$ cat src/rtl/serial_subtractor_pkg.sv
// Shared types and helpers for the bit-serial subtractor.
// Latency: n/a (declarations only).
// Backpressure: n/a (declarations only).
package serial_subtractor_pkg;

  // Control FSM states: waiting for operands, shifting bits, holding result
  typedef enum logic [1:0] {
    IDLE = 2'd0,
    RUN  = 2'd1,
    DONE = 2'd2
  } sub_state_t;

  // Width of the bit counter that walks 0..width-1
  function automatic int cnt_width(input int width);
    return (width <= 2) ? 1 : $clog2(width);
  endfunction

endpackage : serial_subtractor_pkg

$ cat src/rtl/full_subtractor_bit.sv
// One-bit full subtractor: d = a - b - bin, bout = borrow out.
// Latency: purely combinational, zero cycles.
// Backpressure: none, no handshake.
module full_subtractor_bit
  import serial_subtractor_pkg::*;
(
  input  logic a_i,
  input  logic b_i,
  input  logic bin_i,
  output logic d_o,
  output logic bout_o
);

  // Difference bit and borrow-out of a single bit position
  always_comb begin
    d_o    = a_i ^ b_i ^ bin_i;
    bout_o = (~a_i & b_i) | (~(a_i ^ b_i) & bin_i);
  end

endmodule : full_subtractor_bit

$ cat src/rtl/serial_subtractor.sv
// Bit-serial two's-complement subtractor, Result = A - B - Bin, LSB first; optional clamp via SERIAL_SUBTRACTOR_SATURATE_EN.
// Latency: operands accepted at edge k give out_valid after edge k+WIDTH; one op per WIDTH+1 cycles at best.
// Backpressure: in_ready only in IDLE; DONE holds result and flags stable until out_ready.
module serial_subtractor
  import serial_subtractor_pkg::*;
#(
  parameter int WIDTH = 4
) (
  input  logic             clk,
  input  logic             rst_n,
  input  logic             in_valid,
  output logic             in_ready,
  input  logic [WIDTH-1:0] A,
  input  logic [WIDTH-1:0] B,
  input  logic             Bin,
  output logic             out_valid,
  input  logic             out_ready,
  output logic [WIDTH-1:0] Result,
  output logic             Borrow,
  output logic             Zero,
  output logic             Overflow
);

  localparam int              CW       = cnt_width(WIDTH);
  localparam logic [CW-1:0]   LAST_CNT = CW'(WIDTH - 1);
  localparam logic [WIDTH-1:0] MOST_NEG = {1'b1, {(WIDTH-1){1'b0}}};
  localparam logic [WIDTH-1:0] MOST_POS = {1'b0, {(WIDTH-1){1'b1}}};

  sub_state_t       state_q, state_d;
  logic [WIDTH-1:0] a_sr_q, a_sr_d;
  logic [WIDTH-1:0] b_sr_q, b_sr_d;
  logic [WIDTH-1:0] diff_sr_q, diff_sr_d;
  logic             br_q, br_d;
  logic [CW-1:0]    cnt_q, cnt_d;
  logic             a_msb_q, a_msb_d;
  logic             b_msb_q, b_msb_d;
  logic [WIDTH-1:0] result_q, result_d;
  logic             borrow_q, borrow_d;
  logic             zero_q, zero_d;
  logic             ovf_q, ovf_d;

  logic             accept;
  logic             last_bit;
  logic             bit_d;
  logic             bit_bout;
  logic [WIDTH-1:0] diff_full;
  logic             ovf_raw;
  logic [WIDTH-1:0] res_final;

  full_subtractor_bit u_fsb (
    .a_i    (a_sr_q[0]),
    .b_i    (b_sr_q[0]),
    .bin_i  (br_q),
    .d_o    (bit_d),
    .bout_o (bit_bout)
  );

  assign accept   = in_valid && in_ready;
  assign last_bit = (state_q == RUN) && (cnt_q == LAST_CNT);

  // Final difference with this cycle's bit landing in the MSB; overflow from sign bits only
  always_comb begin
    diff_full = {bit_d, diff_sr_q[WIDTH-1:1]};
    ovf_raw   = (a_msb_q != b_msb_q) && (bit_d != a_msb_q);
`ifdef SERIAL_SUBTRACTOR_SATURATE_EN
    if (ovf_raw) begin
      res_final = a_msb_q ? MOST_NEG : MOST_POS;
    end else begin
      res_final = diff_full;
    end
`else
    res_final = diff_full;
`endif
  end

  // FSM state register
  always_ff @(posedge clk or negedge rst_n) begin
    if (!rst_n) begin
      state_q <= IDLE;
    end else begin
      state_q <= state_d;
    end
  end

  // FSM next-state logic
  always_comb begin
    state_d = state_q;
    case (state_q)
      IDLE:    if (accept) state_d = RUN;
      RUN:     if (last_bit) state_d = DONE;
      DONE:    if (out_ready) state_d = IDLE;
      default: state_d = IDLE;
    endcase
  end

  // FSM outputs: handshake signals decoded from state alone
  always_comb begin
    in_ready  = (state_q == IDLE);
    out_valid = (state_q == DONE);
  end

  // Datapath next-state: load on accept, shift one bit per RUN cycle, publish on the last bit
  always_comb begin
    a_sr_d    = a_sr_q;
    b_sr_d    = b_sr_q;
    diff_sr_d = diff_sr_q;
    br_d      = br_q;
    cnt_d     = cnt_q;
    a_msb_d   = a_msb_q;
    b_msb_d   = b_msb_q;
    result_d  = result_q;
    borrow_d  = borrow_q;
    zero_d    = zero_q;
    ovf_d     = ovf_q;
    if (accept) begin
      a_sr_d    = A;
      b_sr_d    = B;
      diff_sr_d = '0;
      br_d      = Bin;
      cnt_d     = '0;
      a_msb_d   = A[WIDTH-1];
      b_msb_d   = B[WIDTH-1];
    end else if (state_q == RUN) begin
      a_sr_d    = a_sr_q >> 1;
      b_sr_d    = b_sr_q >> 1;
      diff_sr_d = diff_full;
      br_d      = bit_bout;
      cnt_d     = last_bit ? '0 : cnt_q + CW'(1);
      if (last_bit) begin
        result_d = res_final;
        borrow_d = bit_bout;
        zero_d   = ~|res_final;
        ovf_d    = ovf_raw;
      end
    end
  end

  // Datapath registers; reset discards any in-flight operation
  always_ff @(posedge clk or negedge rst_n) begin
    if (!rst_n) begin
      a_sr_q    <= '0;
      b_sr_q    <= '0;
      diff_sr_q <= '0;
      br_q      <= 1'b0;
      cnt_q     <= '0;
      a_msb_q   <= 1'b0;
      b_msb_q   <= 1'b0;
      result_q  <= '0;
      borrow_q  <= 1'b0;
      zero_q    <= 1'b0;
      ovf_q     <= 1'b0;
    end else begin
      a_sr_q    <= a_sr_d;
      b_sr_q    <= b_sr_d;
      diff_sr_q <= diff_sr_d;
      br_q      <= br_d;
      cnt_q     <= cnt_d;
      a_msb_q   <= a_msb_d;
      b_msb_q   <= b_msb_d;
      result_q  <= result_d;
      borrow_q  <= borrow_d;
      zero_q    <= zero_d;
      ovf_q     <= ovf_d;
    end
  end

  assign Result   = result_q;
  assign Borrow   = borrow_q;
  assign Zero     = zero_q;
  assign Overflow = ovf_q;

endmodule : serial_subtractor

$ cat config.mk
export PLATFORM = sky130hd
export DESIGN_NAME = serial_subtractor
export DESIGN_NICKNAME = d
export VERILOG_FILES = /design/src/rtl/serial_subtractor_pkg.sv /design/src/rtl/full_subtractor_bit.sv /design/src/rtl/serial_subtractor.sv
export SDC_FILE = /design/constraint.sdc
export NUM_CORES = 1
export LEC_CHECK = 0
export ABC_AREA = 1
export CAP_MARGIN = 10
export CORE_MARGIN = 2
export CORE_UTILIZATION = 50
export DETAILED_ROUTE_END_ITERATION = 10
export GPL_TIMING_DRIVEN = 0
export PLACE_DENSITY = 0.82
export SKIP_LAST_GASP = 1
export SLEW_MARGIN = 20
export SYNTH_ARGS = -nofsm -noshare
export SYNTH_HDL_FRONTEND = slang
export SYNTH_HIERARCHICAL = 1
export SYNTH_SLANG_ARGS = --single-unit
$ cat constraint.sdc
create_clock -name clk -period 2.7 [get_ports clk]
set_input_delay 0.54 -clock clk [delete_from_list [all_inputs] [get_ports clk]]
set_output_delay 0.54 -clock clk [all_outputs]
set_load 0.02 [all_outputs]
-- Word-level counts from Yosys, hierarchy flattened
Cells that the tools add are included.
- register bits after elaboration: 26
- input port bits: 13
- output and inout bits: 9
- word-level logic and storage cells: 53
- $add $sub $neg: 1
- equal/unequal tests: 8
- mux-type cells: 15
- bitwise gates (word level): 8
- reduce and logical (&&, ||, !) cells: 9
- operators with widths (kind ; count):
    $mux 4 ; 6
    $mux 2 ; 6
    $pmux 2 s3 ; 1
    $reduce_and 3->1 ; 2
    $eq 2x2->1 const B ; 2
    $ne 2x1->1 const B ; 2
    $reduce_or 4->1 ; 1
    $logic_and 1x1->1 ; 3
    $not 1->1 ; 3
    $add 2x1->2 const B ; 1
    $and 1x1->1 ; 2
    $eq 2x1->1 const B ; 1
    $logic_not 2->1 ; 1
    $mux 1 ; 2
    $ne 1x1->1 ; 2
    $ne 2x2->1 const B ; 1
    $reduce_bool 2->1 ; 1
    $xor 1x1->1 ; 2
    $logic_not 1->1 ; 1
    $or 1x1->1 ; 1

-- Longest topological paths before layout
Gate-level depths: netlist of the first run.
- depth after elaboration: 6
- depth in mapped cells: 7
- depth with buffers taken out: 7

-- Modules after synthesis
The synthesis of the first run kept the hierarchy.
- modules (own cells, without submodules) (module ; times used ; cells an instance ; area an instance (µm²) ; seq. area each (µm²)):
    serial_subtractor ; 1 ; 121 ; 1116.1 ; 625.6
    full_subtractor_bit ; 1 ; 4 ; 31.3 ; 0.0

-- Worst setup path after synthesis of the first run
Ideal clock, no wire load.
- path type: register -> output
- start: register state_q[1]
- end: output port out_valid
- data arrival time: 0.865 ns
- data required time: 2.160 ns
- slack: 1.295 ns
- cell stages (with the launch flop): 3
- buffers on the path: 0
- cell sequence: dfrtp_1 inv_4 nor2_1
- cells in the longest elaborated chain, start to end: 1
- RTL lines (item ; line ; source):
    start: declaration ; serial_subtractor.sv:29 ; sub_state_t state_q, state_d;
    start signal: assignment ; serial_subtractor.sv:81 ; state_q <= state_d;
    $eq 2x2->1 ; serial_subtractor.sv:99 ; out_valid = (state_q == DONE);
    end: declaration ; serial_subtractor.sv:16 ; output logic out_valid,
No other way between the ends.

-- Worst setup path in the final report of the first run
- start: register state_q[0]
- end: output port in_ready
- cells in the longest elaborated chain, start to end: 1
- RTL lines (item ; line ; source):
    $logic_not 2->1 ; serial_subtractor.sv:98 ; in_ready = (state_q == IDLE);
    end: declaration ; serial_subtractor.sv:12 ; output logic in_ready,
No other way between the ends.

==> flow_summary_export.csv, run 1 <==
group,metric,value,unit
floorplan,start_util,52.37,%
logic_synthesis,syn-num-nets,140,
clock_network,clock_path_buffers,2,
sta,fmax,457.6,MHz
layout,diodes,0,
global_route,grt_max_degree,26,
setup_path,r2r_end,"Overflow$_DFFE_PN0P_",
clock_network,hold_buffers,0,
sta,finClkSkew,0.002059,ns
routing,drtIter0Drc,27,
layout,fin_area,1404,um^2
sta,setup_viol,0,
setup_path,required,2.16,ns
placed_design,dpl_cell_area,1383,um^2
logic_synthesis,syn_inst,125,
logic_synthesis,syn_area_per_cell,9.179,um^2
sta,rsz0062_at_grt,"false",
setup_path,path_cells,"buf_6 -> nor2_8 -> clkdlybuf4s50_1",
sta,timing.final.crit_period,2.185,ns
global_route,antenna_found_initial,0,
setup_path,worstPathMaxFanout,9,
clock_network,ctsResizeCount,0,
clock_network,clkLatencyLatePin,0.31,ns
clock_network,tritoncts,"built",
global_route,grt.overflow.total,0,
setup_path,worstRegToRegCells,6,
sta,slew_viol_final,0,
placed_design,portBuffers,20,
power,power_density,1115,nW/um^2
power,leakage,0.6887,nW
clock_network,cts_buffers,3,
outcome,status,"finished clean",
clock_network,clk_pin_slew,0.12,ns
floorplan,core-area,2191,um^2
global_route,grt_first_pass_wirelength,3.588,mm
routing,post-route-drc-count,0,
min_path,holdCritPathClass,"primary input to asynchronous set/reset pin",
setup_path,path_class,"flip-flop to primary output",
floorplan,boundaryPins,22,
logic_synthesis,yosysWarnings,6,
routing,drt_first_pass_iters,4,
routing,routed_wirelength,2.033,mm
logic_synthesis,yosysSeqAreaShare,54.53,%
clock_network,cts_sinks,25,
global_route,grt_pass1_vias,844,
sta,relSlewSlack,63.85,%
layout,final_nets,165,
sta,worstMarginPinSlew,0.5422,ns
sta,period_share,80.94,%
job,drv_cap,0,
sta,hold_viol,0,
layout,area_growth,22.36,%
sta,finalSetupTns,0,ns
setup_path,r2r-start,"a_sr_q[0]$_DFFE_PN0P_",
setup_path,cp-end-kind,"primary output",
floorplan,dieArea,2694,um^2
setup_path,worst_ep_arrival_time,1.65,ns
routing,dr_total_vias,868,
power,vdd_ir_drop_max,0.6816,mV
floorplan,die_x,51.91,um
floorplan,std_cell_rows,17,
clock_network,root_buffer,"clkbuf_4",
setup_path,start_kind,"flip-flop",
floorplan,dieHeight,51.91,um
layout,drive_gt1_share,12.75,%
clock_network,cts_setup_buffers,0,
logic_synthesis,syn-cell-area,1147,um^2
logic_synthesis,ys_ff_latch,25,
clock_network,htreeDepth,1,
logic_synthesis,ys_types,18,
placed_design,hpwl,1.537,mm
routing,ant_nets,0,
layout,final_util,64.08,%
routing,vias_per_cell,4.904,
setup_path,cpMaxStageDelayCell,"clkdlybuf4s50_1",
setup_path,max_stage_delay,0.63,ns
setup_path,rrSetupSlack,1.25,ns
placed_design,place.gp.congestion,0.7667,
global_route,grt_usage,18.34,%
routing,detail_route.wl_per_cell,11.49,um
power,power,1.565,mW
==> cells in the final DEF (no fill, tap or decap), drive strengths merged <==
master,netlist,layout
fa,1,1
clkdlybuf4s50,0,19
ha,1,1
o21ai,13,13
nor2,5,5
dfrtp,25,25
nand3,17,17
o31ai,1,1
nand2,44,44
clkbuf,0,4
inv,14,14
buf,4,5
==> area by class of cell <==
cell class | count | area, um^2
fillers | 183 | 787.0
flip-flops and latches | 25 | 625.6
multi-input cells | 82 | 427.9
repair buffers | 20 | 195.2
inverters | 14 | 55.05
plain buffers | 4 | 38.79
well taps | 28 | 35.03
clock buffers | 4 | 26.28
==> routing by layer <==
metal	up-vias	share of wire (%)	routed length (um)	global-route usage [%]
li1	445	-	-	-
met1	395	43	877	22.41
met2	24	50	1024	32.07
met3	4	5.1	103	3.448
met4	0	1.3	27	6.579
met5	-	0	0	0
==> power breakdown <==
part / internal [mW] / total [mW] / switching, mW
clock: 0.0576 / 0.161 / 0.103
sequential: 0.533 / 0.640 / 0.107
combinational: 0.321 / 0.765 / 0.443
==> synth_stat cells <==
master | number | area [um^2]
inv_1 | 12 | 45.04
nand2_1 | 44 | 165.2
buf_6 | 3 | 33.78
dfrtp_1 | 25 | 625.6
fa_1 | 1 | 20.02
o21ai_4 | 1 | 16.27
inv_2 | 1 | 3.750
o31ai_1 | 1 | 7.510
buf_2 | 1 | 5.000
nand3_1 | 16 | 80.08
ha_1 | 1 | 12.51
nor2_1 | 3 | 11.26
o21ai_2 | 5 | 43.79
o21ai_0 | 7 | 35.03
nand3_2 | 1 | 10.01
nor2_2 | 1 | 6.260
nor2_8 | 1 | 20.02
inv_4 | 1 | 6.260
==> worst max path at each step <==
stage                                 startpoint               endpoint  slack (ns)  depth (start not counted)
after floorplan           state_q[1]$_DFFE_PN0P_              out_valid        1.30                          2
after global placement                     rst_n  b_sr_q[2]$_DFFE_PN0P_        0.85                          1
after detailed placement                   rst_n  b_sr_q[2]$_DFFE_PN0P_        0.82                          1
after CTS                 state_q[0]$_DFFE_PN0P_               in_ready        0.49                          3
after global routing      state_q[1]$_DFFE_PN0P_              out_valid        0.42                          3
final                     state_q[0]$_DFFE_PN0P_               in_ready        0.51                          3
==> stage by stage <==
step           setup slack [ns]  std cells  hold WS (ns)
2_1_floorplan             1.295        125        0.2444
3_3_place_gp             0.8463        173        0.4580
5_1_grt                  0.4168        177        0.2205
4_1_cts                  0.4943        177        0.4977
6_report                 0.5145        177        0.1940
3_5_place_dp             0.8175        173        0.4642
==> critical path, delay by kind of cell, from the launching register on <==
family / cells / cell delay (ns)
buf+inv: 2 / 0.78
flops: 1 / 0.40
simple gates: 1 / 0.16
==> kinds of logic after synthesis <==
group | share of synthesized area (%)
DFF | 54.53
buffers and inverters | 8.178
AOI/OAI and AO/OA | 8.942
and+or+nand+nor | 25.52
adders and majority gates | 2.835
==> flip-flops by register name (all words and copies together), names as in the netlist <==
signal / cells
br_q: 1
Borrow: 1
Zero: 1
cnt_q: 2
Overflow: 1
state_q: 2
Result: 4
a_msb_q: 1
a_sr_q: 4
diff_sr_q: 3
b_sr_q: 4
b_msb_q: 1
Power figures use the tool's default switching activity.
==> run 2, diff against run 1 <==
--- a/config.mk
+++ b/config.mk
@@ -8,10 +8,10 @@
 export ABC_AREA = 1
 export CAP_MARGIN = 10
 export CORE_MARGIN = 2
-export CORE_UTILIZATION = 50
+export CORE_UTILIZATION = 45
 export DETAILED_ROUTE_END_ITERATION = 10
 export GPL_TIMING_DRIVEN = 0
-export PLACE_DENSITY = 0.82
+export PLACE_DENSITY = 0.78
 export SKIP_LAST_GASP = 1
 export SLEW_MARGIN = 20
 export SYNTH_ARGS = -nofsm -noshare
==> constraint.sdc (replaced) <==
create_clock -name clk -period 2 [get_ports clk]
set_input_delay 0.4 -clock clk [delete_from_list [all_inputs] [get_ports clk]]
set_output_delay 0.4 -clock clk [all_outputs]
set_load 0.02 [all_outputs]
==> flow_summary_export.csv, run 2 (synthesis gave the netlist of run 1 again) <==
group,metric,value,unit
outcome,status,"finished clean",
clock_network,clkLatencyLatePin,0.32,ns
clock_network,cts_sinks,25,
clock_network,cts_setup_buffers,0,
placed_design,dpl_cell_area,1385,um^2
placed_design,dp.cells,175,
layout,area_growth,22.79,%
power,power_density,1493,nW/um^2
clock_network,clock_path_buffers,2,
clock_network,tritoncts,"built",
layout,num-fill-cells,221,
sta,rsz0062_at_grt,"false",
routing,detail_route.wl_per_cell,11.36,um
power,pwr-share-clk,10.9,%
layout,multi_input_area,427.9,um^2
placed_design,place.gp.congestion,0.7938,
global_route,grt_max_degree,26,
setup_path,max_stage_delay,0.40,ns
layout,layoutNonFillerInstCount,179,
sta,fmax,559.5,MHz
floorplan,die_x,54.50,um
power,switching_share,41.95,%
clock_network,ctsResizeCount,2,
sta,slew_viol_final,0,
layout,diodes,0,
placed_design,hpwl,1.511,mm
setup_path,required,1.60,ns
setup_path,critPathTopFamily,"buffers and inverters",
power,power,2.103,mW
routing,dr_total_vias,869,
setup_path,cp-end-kind,"primary output",
sta,period_share,89.36,%
layout,final_common_cell,"nand2_1",
global_route,grt_first_pass_wirelength,3.332,mm
setup_path,worst_ep_arrival_time,1.39,ns
floorplan,core-area,2455,um^2
global_route,grt.overflow.total,0,
sta,finClkSkew,0.002974,ns
clock_network,root_buffer,"clkbuf_4",
routing,post-route-drc-count,0,
routing,drt_first_pass_iters,4,
clock_network,hold_buffers,0,
power,power_frac_seq,40.8,%
min_path,holdCritPathClass,"primary input to asynchronous set/reset pin",
power,vdd_ir_drop_max,0.7742,mV
sta,relSlewSlack,63.54,%
sta,timing.final.crit_period,1.787,ns
clock_network,htreeDepth,1,
floorplan,dieHeight,54.50,um
sta,finalSetupTns,0,ns
layout,final_util,57.39,%
setup_path,path_cells,"buf_6 -> nor2_8 -> dlygate4sd2_1",
routing,routed_wirelength,2.034,mm
clock_network,cts_buffers,3,
layout,final_nets,165,
placed_design,portBuffers,20,
layout,layout_common_cells,"nand2_1, dfrtp_1, clkdlybuf4s50_1, nand3_1, inv_1",
power,leakage,0.7075,nW
floorplan,start_util,46.74,%
setup_path,path_class,"flip-flop to primary output",
power,p_int,1.221,mW
sta,hold_viol,0,
routing,drtIter0Drc,27,
clock_network,clk_pin_slew,0.13,ns
sta,worstMarginPinSlew,0.5469,ns
layout,drive_gt1_share,13.42,%
routing,vias_per_cell,4.855,
layout,fin_area,1409,um^2
power,combPwrFrac,48.3,%
placed_design,place_ws,0.2449,ns
layout,seq_area,626.9,um^2
global_route,antenna_found_initial,0,
sta,setup_slack,0.2128,ns
routing,ant_nets,0,
floorplan,boundaryPins,22,
job,drv_cap,0,
setup_path,start_kind,"flip-flop",
global_route,grt_usage,15.99,%
setup_path,worstPathMaxFanout,9,
floorplan,dieArea,2970,um^2
global_route,grt_pass1_vias,796,
sta,setup_viol,0,
setup_path,cpMaxStageDelayCell,"dfrtp_1",
floorplan,std_cell_rows,18,
power,p_sw,0.8824,mW
sta,holdWs,0.03717,ns
setup_path,path_buf_inv,2,
==> run 2: changes by cell type in the layout (fill, tap and decap cells not counted) <==
cell	delta
clkdlybuf4s50_1	-2
dfrtp_1	-1
dfrtp_2	+1
dlygate4sd2_1	+1
dlymetal6s2s_1	+1
==> run 2: path summary, 6_finish.rpt <==
path | from | to | slack [ns] | cells past startpoint
max reg2reg | a_sr_q[0]$_DFFE_PN0P_ | Overflow$_DFFE_PN0P_ | 0.57 | 6
min in group clk | in_valid | a_sr_q[0]$_DFFE_PN0P_ | 0.44 | 3
max | state_q[0]$_DFFE_PN0P_ | in_ready | 0.21 | 3
max in group asynchronous | rst_n | state_q[1]$_DFFE_PN0P_ | 1.57 | 1
min | rst_n | Result[1]$_DFFE_PN0P_ | 0.04 | 1
min reg2reg | Result[0]$_DFFE_PN0P_ | Result[0]$_DFFE_PN0P_ | 0.50 | 2
==> run 2: layout make-up <==
class,count,area share [%]
multi-input cells,82,30.37
plain buffers,4,2.753
repair buffers,20,13.94
flip-flops and latches,25,44.49
clock buffers,4,1.865
well taps,30,2.664
inverters,14,3.908
==> run 2: per-layer routing <==
metal,vias to the layer above,track usage (%),wire [um]
li1,444,-,-
met1,401,20.60,960
met2,19,25.50,938
met3,5,2.459,88
met4,0,9.167,47
met5,-,0,0
==> run 2: power by group through the flow <==
| stage | clock (mW) | sequential [mW] | combinational [mW] |
|---|---|---|---|
| 6_report | 0.230 | 0.858 | 1.02 |
| 5_1_grt | 0.255 | 0.882 | 1.14 |
| 3_5_place_dp | 0 | 0.869 | 1.04 |
| 2_1_floorplan | 0 | 0.910 | 0.670 |
| 3_3_place_gp | 0 | 0.858 | 1.01 |
| 4_1_cts | 0.237 | 0.861 | 1.03 |
